[src/rtl/alu_arb_pkg.sv]
// Shared opcode encodings, request record and opcode legality check for the ALU arbiter.
// Optional build macro used by alu_arbiter: ALU_ARB_FLAGS_EN.
package alu_arb_pkg;

    localparam logic [3:0] OP_NOP = 4'b0000;
    localparam logic [3:0] OP_INC = 4'b0010;
    localparam logic [3:0] OP_DEC = 4'b0011;
    localparam logic [3:0] OP_ADD = 4'b0100;
    localparam logic [3:0] OP_SUB = 4'b0101;
    localparam logic [3:0] OP_OR  = 4'b1000;
    localparam logic [3:0] OP_AND = 4'b1001;
    localparam logic [3:0] OP_XOR = 4'b1010;
    localparam logic [3:0] OP_NOT = 4'b1011;

    // Wide enough for the largest supported requester count (8).
    localparam int MAX_ID_W = 3;

    typedef struct packed {
        logic [3:0]          op;
        logic [31:0]         a;
        logic [31:0]         b;
        logic [MAX_ID_W-1:0] id;
    } alu_req_t;

    function automatic logic is_legal_op(input logic [3:0] op);
        case (op)
            OP_NOP, OP_INC, OP_DEC, OP_ADD, OP_SUB,
            OP_OR, OP_AND, OP_XOR, OP_NOT: return 1'b1;
            default:                       return 1'b0;
        endcase
    endfunction

endpackage

[src/rtl/rr_arbiter.sv]
// Combinational round-robin arbiter: the search starts at ptr and wraps modulo N.
// The caller owns the pointer register.
module rr_arbiter #(
    parameter int N = 4,
    localparam int IW = $clog2(N)
) (
    input  logic [N-1:0]  req,
    input  logic [IW-1:0] ptr,
    output logic [N-1:0]  grant,
    output logic [IW-1:0] gnt_idx,
    output logic          gnt_any
);

    int            w_pos;
    logic [IW-1:0] w_idx;

    always_comb begin
        grant   = '0;
        gnt_idx = '0;
        gnt_any = 1'b0;
        w_pos   = 0;
        w_idx   = '0;
        for (int k = 0; k < N; k++) begin
            w_pos = int'(ptr) + k;
            if (w_pos >= N) w_pos = w_pos - N;
            w_idx = IW'(w_pos);
            if (!gnt_any && req[w_idx]) begin
                gnt_any        = 1'b1;
                gnt_idx        = w_idx;
                grant[w_idx]   = 1'b1;
            end
        end
    end

endmodule

[src/rtl/alu_arbiter.sv]
// Round-robin sharing of one external ALU: S1 issue register drives alu_*, S2 holds the response.
// Build macro ALU_ARB_FLAGS_EN adds registered rsp_zero / rsp_neg outputs.
module alu_arbiter
    import alu_arb_pkg::*;
#(
    parameter int NUM_REQ = 4,
    localparam int ID_W = $clog2(NUM_REQ)
) (
    input  logic                  clk,
    input  logic                  rst_n,
    input  logic [NUM_REQ-1:0]    req_valid,
    output logic [NUM_REQ-1:0]    req_ready,
    input  logic [NUM_REQ*4-1:0]  req_op,
    input  logic [NUM_REQ*32-1:0] req_a,
    input  logic [NUM_REQ*32-1:0] req_b,
    output logic [31:0]           alu_a,
    output logic [31:0]           alu_b,
    output logic [3:0]            alu_opcode,
    input  logic [31:0]           alu_res,
`ifdef ALU_ARB_FLAGS_EN
    output logic                  rsp_zero,
    output logic                  rsp_neg,
`endif
    output logic                  rsp_valid,
    input  logic                  rsp_ready,
    output logic [ID_W-1:0]       rsp_id,
    output logic [31:0]           rsp_data,
    output logic                  rsp_err
);

    logic [ID_W-1:0]    r_ptr;
    logic [NUM_REQ-1:0] w_grant;
    logic [ID_W-1:0]    w_gnt_idx;
    logic               w_gnt_any;
    logic [ID_W-1:0]    w_ptr_nxt;
    logic               w_s1_load;
    logic               w_s2_load;
    logic               w_sel_legal;
    alu_req_t           w_sel;

    logic               r_s1_valid;
    logic               r_s1_err;
    logic [ID_W-1:0]    r_s1_id;
    logic [31:0]        r_alu_a;
    logic [31:0]        r_alu_b;
    logic [3:0]         r_alu_op;

    logic               r_rsp_valid;
    logic [ID_W-1:0]    r_rsp_id;
    logic [31:0]        r_rsp_data;
    logic               r_rsp_err;

    rr_arbiter #(.N(NUM_REQ)) u_rr (
        .req     (req_valid),
        .ptr     (r_ptr),
        .grant   (w_grant),
        .gnt_idx (w_gnt_idx),
        .gnt_any (w_gnt_any)
    );

    always_comb begin
        w_sel.op = req_op[4*w_gnt_idx +: 4];
        w_sel.a  = req_a[32*w_gnt_idx +: 32];
        w_sel.b  = req_b[32*w_gnt_idx +: 32];
        w_sel.id = MAX_ID_W'(w_gnt_idx);
    end

    assign w_sel_legal = is_legal_op(w_sel.op);
    assign w_s2_load   = r_s1_valid && (!r_rsp_valid || rsp_ready);
    assign w_s1_load   = w_gnt_any && (!r_s1_valid || w_s2_load);
    assign w_ptr_nxt   = (w_gnt_idx == ID_W'(NUM_REQ - 1)) ? '0 : w_gnt_idx + 1'b1;
    assign req_ready   = w_s1_load ? w_grant : '0;

    // S1: illegal opcodes still issue, but as a nop so the ALU never sees them.
    always_ff @(posedge clk or negedge rst_n) begin
        if (!rst_n) begin
            r_ptr      <= '0;
            r_s1_valid <= 1'b0;
            r_s1_err   <= 1'b0;
            r_s1_id    <= '0;
            r_alu_a    <= '0;
            r_alu_b    <= '0;
            r_alu_op   <= OP_NOP;
        end else if (w_s1_load) begin
            r_ptr      <= w_ptr_nxt;
            r_s1_valid <= 1'b1;
            r_s1_err   <= !w_sel_legal;
            r_s1_id    <= ID_W'(w_sel.id);
            r_alu_a    <= w_sel.a;
            r_alu_b    <= w_sel.b;
            r_alu_op   <= w_sel_legal ? w_sel.op : OP_NOP;
        end else if (w_s2_load) begin
            r_s1_valid <= 1'b0;
        end
    end

    always_ff @(posedge clk or negedge rst_n) begin
        if (!rst_n) begin
            r_rsp_valid <= 1'b0;
            r_rsp_id    <= '0;
            r_rsp_data  <= '0;
            r_rsp_err   <= 1'b0;
        end else if (w_s2_load) begin
            r_rsp_valid <= 1'b1;
            r_rsp_id    <= r_s1_id;
            r_rsp_data  <= r_s1_err ? '0 : alu_res;
            r_rsp_err   <= r_s1_err;
        end else if (rsp_ready) begin
            r_rsp_valid <= 1'b0;
        end
    end

`ifdef ALU_ARB_FLAGS_EN
    logic r_rsp_zero;
    logic r_rsp_neg;

    always_ff @(posedge clk or negedge rst_n) begin
        if (!rst_n) begin
            r_rsp_zero <= 1'b0;
            r_rsp_neg  <= 1'b0;
        end else if (w_s2_load) begin
            r_rsp_zero <= !r_s1_err && (alu_res == 32'd0);
            r_rsp_neg  <= !r_s1_err && alu_res[31];
        end
    end

    assign rsp_zero = r_rsp_zero;
    assign rsp_neg  = r_rsp_neg;
`endif

    assign alu_a      = r_alu_a;
    assign alu_b      = r_alu_b;
    assign alu_opcode = r_alu_op;
    assign rsp_valid  = r_rsp_valid;
    assign rsp_id     = r_rsp_id;
    assign rsp_data   = r_rsp_data;
    assign rsp_err    = r_rsp_err;

endmodule

[config.mk]
export PLATFORM = sky130hd
export DESIGN_NAME = alu_arbiter
export DESIGN_NICKNAME = d
export VERILOG_FILES = /design/src/rtl/alu_arb_pkg.sv /design/src/rtl/rr_arbiter.sv /design/src/rtl/alu_arbiter.sv
export SDC_FILE = /design/constraint.sdc
export NUM_CORES = 1
export LEC_CHECK = 0
export ABC_AREA = 1
export BUFFER_PORTS_ARGS = -buffer_cell sky130_fd_sc_hd__buf_2
export CORE_AREA = 4 4 161 163
export CTS_CLUSTER_DIAMETER = 150
export DETAILED_ROUTE_END_ITERATION = 8
export DIE_AREA = 0 0 165 167
export GPL_ROUTABILITY_DRIVEN = 1
export PLACE_DENSITY = 0.62
export SYNTH_ARGS = -nofsm -noshare
export SYNTH_HDL_FRONTEND = slang
export SYNTH_SLANG_ARGS = --single-unit
[constraint.sdc]
create_clock -name clk -period 3.6 [get_ports clk]
set_input_delay 0 -clock clk [delete_from_list [all_inputs] [get_ports clk]]
set_output_delay 0 -clock clk [all_outputs]
set_load 0.005 [all_outputs]
==> run_results.csv <==
group,metric,value,unit
floorplan,placementRows,57,
placed_design,place_hpwl,19600,microns
sta,finalCritPeriodShare,0.903,
worst_setup_path,worst_setup_path_end_kind,"flop",
yosys,netlist.area_leader.share,0.414,
yosys,synth_most_common_cell,"nand2_1",
placed_design,port_buffers,418,
pwr,clkPwrFrac,0.097,
sta,max_freq,0.308,GHz
min_path,min_path_type,"in -> reg",
grt,antenna_found_initial,1,
pwr,switching_power,5.80,mW
finish,fin_area,0.0112,sq mm
finish,fill_cells,2272,
placed_design,place_congestion,0.875,
detailed_routing,dr.pass1.iters,5,
finish,final_util,0.460,
yosys,synthTopCellsByCount,"130 x nand2_1, 110 x dfrtp_1, 78 x nor2_1, 72 x o21ai_0",
floorplan,ios,419,
placed_design,dpl_cell_area,0.00895,sq mm
worst_setup_path,cp-start-kind,"flop",
worst_setup_path,slowest_stage,"dfrtp_1",
grt,grt_pass1_vias,8714,
worst_setup_path,crit_path_frequent_cell,"nand2_2",
pwr,pwr-share-comb,0.699,
yosys,synthCells,808,
pwr,pwr-share-seq,0.204,
grt,grt_overflow_total,0,
floorplan,start_util,0.273,
yosys,synth_area_leaders,"dfrtp_1 41%, nand2_1 7.3%, o21ai_0 5.4%",
yosys,synth_ff_type,"dfrtp_1",
worst_setup_path,cp_data_arrival_time,3.54,ns
worst_setup_path,r2r-start,"r_ptr[1]",
worst_setup_path,slowest_delay,0.53,ns
sta,slew_viol_final,0,
sta,fin_setup_tns,0,ns
detailed_routing,route.detailed.drc,0,
min_path,min_from,"req_a[90]",
worst_setup_path,crit_type,"reg -> reg",
clocking,cts_buffers,9,
grt,grt_pass1_wl,46100,microns
yosys,async_reset_ff_frac,1.00,
detailed_routing,ant_nets,0,
pwr,ir_drop,1.43,mV
worst_setup_path,cp_cell_sequence,"inv_1 -> ha_1 -> inv_1 -> nand2_1 -> nand2_2 -> nor2_8 -> nand2_2 -> nor2_4 -> nand2_2 -> nand2_4 -> nand2_4 -> inv_2 -> o21ai_0 -> o221ai_1",
yosys,synth_seq_cells,110,
finish,drive_gt1_frac,0.376,
yosys,synth_nets,1128,
clocking,cts_tree,"done",
sta,fin_ws,0.349,ns
sta,final_hold_viol_count,0,
sta,grt_setup_unrepaired,"no",
worst_setup_path,rr_worst_depth,14,
clocking,ctsHtreeMaxLevel,3,
yosys,syn_area_per_cell,8.22,sq um
clocking,path_clk_slew,0.10,ns
clocking,cts_root_buf,"clkbuf_16",
finish,nets,1697,
min_path,min_path_cells,3,
pwr,p_sw_frac,0.513,
clocking,postCtsSetupRepairBufs,0,
yosys,synth_area_leader_cell,"dfrtp_1",
sta,fin_crit,3.25,ns
flow_run,drv_cap,0,
finish,syn2layout_area_growth,68.3,%
sta,setup-violations-final,0,
clocking,cts_sinks,110,
placed_design,place_ws,0.287,ns
grt,grt_max_degree,114,
grt,grtUsageTotal,0.209,
pwr,power-per-cell-area,1010,mW/mm^2
sta,whs,0.0145,ns
sta,finClkSkew,0.0108,ns
detailed_routing,first_iter_violations,741,
worst_setup_path,timing.rr.end,"alu_b[24]",
status,outcome,"finished, final reports clean",
yosys,synth_edf_count,0,
worst_setup_path,worst-path-max-fanout,34,
floorplan,die_w,165,microns
pwr,leakagePower,5.53,nW
min_path,hold_end,"alu_a[26]",
floorplan,die_height,167,microns
detailed_routing,wl_per_cell,17.8,microns
yosys,ys_warn_count,0,
detailed_routing,routed_wl,30400,microns
yosys,synth_cell_types,35,
clocking,clk_latency,0.36,ns
clocking,clock_path_buffers,2,
pwr,internal-power,5.51,mW
worst_setup_path,required,3.88,ns
detailed_routing,vias_per_cell,5.04,
sta,worstMarginPinSlew,0.891,ns
detailed_routing,vias,8604,
worst_setup_path,reg2reg_setup_slack,0.35,ns
floorplan,core-area,0.0243,sq mm
floorplan,dieArea,0.0276,sq mm
yosys,synth-seq-area-share,0.414,
sta,maxSlewHeadroom,0.406,
yosys,synth.cell_area,0.00664,sq mm
## per-layer routing
metal	routed length, microns	global-route usage	vias to the layer above
li1	-	-	3976
met2	14400	0.346	558
met1	11700	0.245	3945
met4	1810	0.125	0
met3	2510	0.0489	125
met5	0	0	-
## timing repair
item,in CTS,in global routing
hold buffers,190,0
endpoints found under the hold margin,161,0
endpoints found under the setup margin,0,9
gates resized for setup,0,2
## stage by stage
step / total power [mW] / instances
floorplan: 7.89 / 808
global route: 12.4 / 1707
finish: 11.3 / 1707
global placement: 9.93 / 1500
CTS: 11.3 / 1706
detailed placement: 10.0 / 1500
## logic make-up after synthesis
| kind of cell | share of synthesized area |
|---|---|
| AND/OR/NAND/NOR | 0.219 |
| AO/OA/AOI/OAI | 0.272 |
| buffers and inverters | 0.0784 |
| flip-flops | 0.414 |
| adder cells (fa/ha/maj) | 0.0170 |
## worst max path at each step
| stage | depth (start not counted) | end | start |
|---|---|---|---|
| detailed placement | 12 | alu_b[4] | r_ptr[0] |
| global placement | 12 | alu_b[4] | r_ptr[0] |
| floorplan | 14 | r_ptr[1] | r_ptr[1] |
| finish | 14 | alu_b[24] | r_ptr[1] |
| global route | 14 | alu_a[21] | r_ptr[1] |
| CTS | 12 | alu_b[4] | r_ptr[0] |
## area by class of cell
cell class | instances | area, sq um | area share
repair buffers | 623 | 4130 | 0.370
multi-input cells | 587 | 3390 | 0.303
flip-flops and latches | 110 | 2750 | 0.246
well taps | 324 | 405 | 0.0363
clock buffers | 9 | 225 | 0.0201
inverters | 46 | 181 | 0.0162
clock inverters | 7 | 88.8 | 0.00795
diodes | 1 | 2.50 | 0.000224
## state kept, by name, summed over array words and instances (netlist names)
signal      cells
alu_b          32
r_s1_err        1
r_ptr           2
r_s1_id         2
alu_opcode      4
rsp_valid       1
alu_a          32
rsp_data       32
r_s1_valid      1
rsp_id          2
rsp_err         1
## power by group through the flow
stage	logic [mW]	clock network [mW]	registers, mW
6_report	7.90	1.10	2.31
5_1_grt	8.88	1.19	2.38
4_1_cts	7.90	1.15	2.29
3_5_place_dp	7.73	0	2.30
3_3_place_gp	7.63	0	2.30
2_1_floorplan	5.60	0	2.29
## worst max-delay path, delay by kind of cell (launching register included)
family                     cells  cell delay [ns]
DFF                            1             0.53
AOI/OAI and AO/OA              2             0.40
buffers and inverters          3             0.69
adders and majority gates      1             0.47
and+or+nand+nor                8             1.06
## cells in the final DEF (no fill, tap or decap), types with 32 or more instances in the layout
cell           instances
buf_2                417
dlygate4sd3_1        190
dfrtp_1              109
o221ai_1              38
o211ai_1              42
inv_1                 42
o21ai_0               72
a22o_1                32
nand3_1               37
nand2_1              130
nor2_1                77
or2_2                 42
No activity file was read; power rests on OpenSTA's default activity.
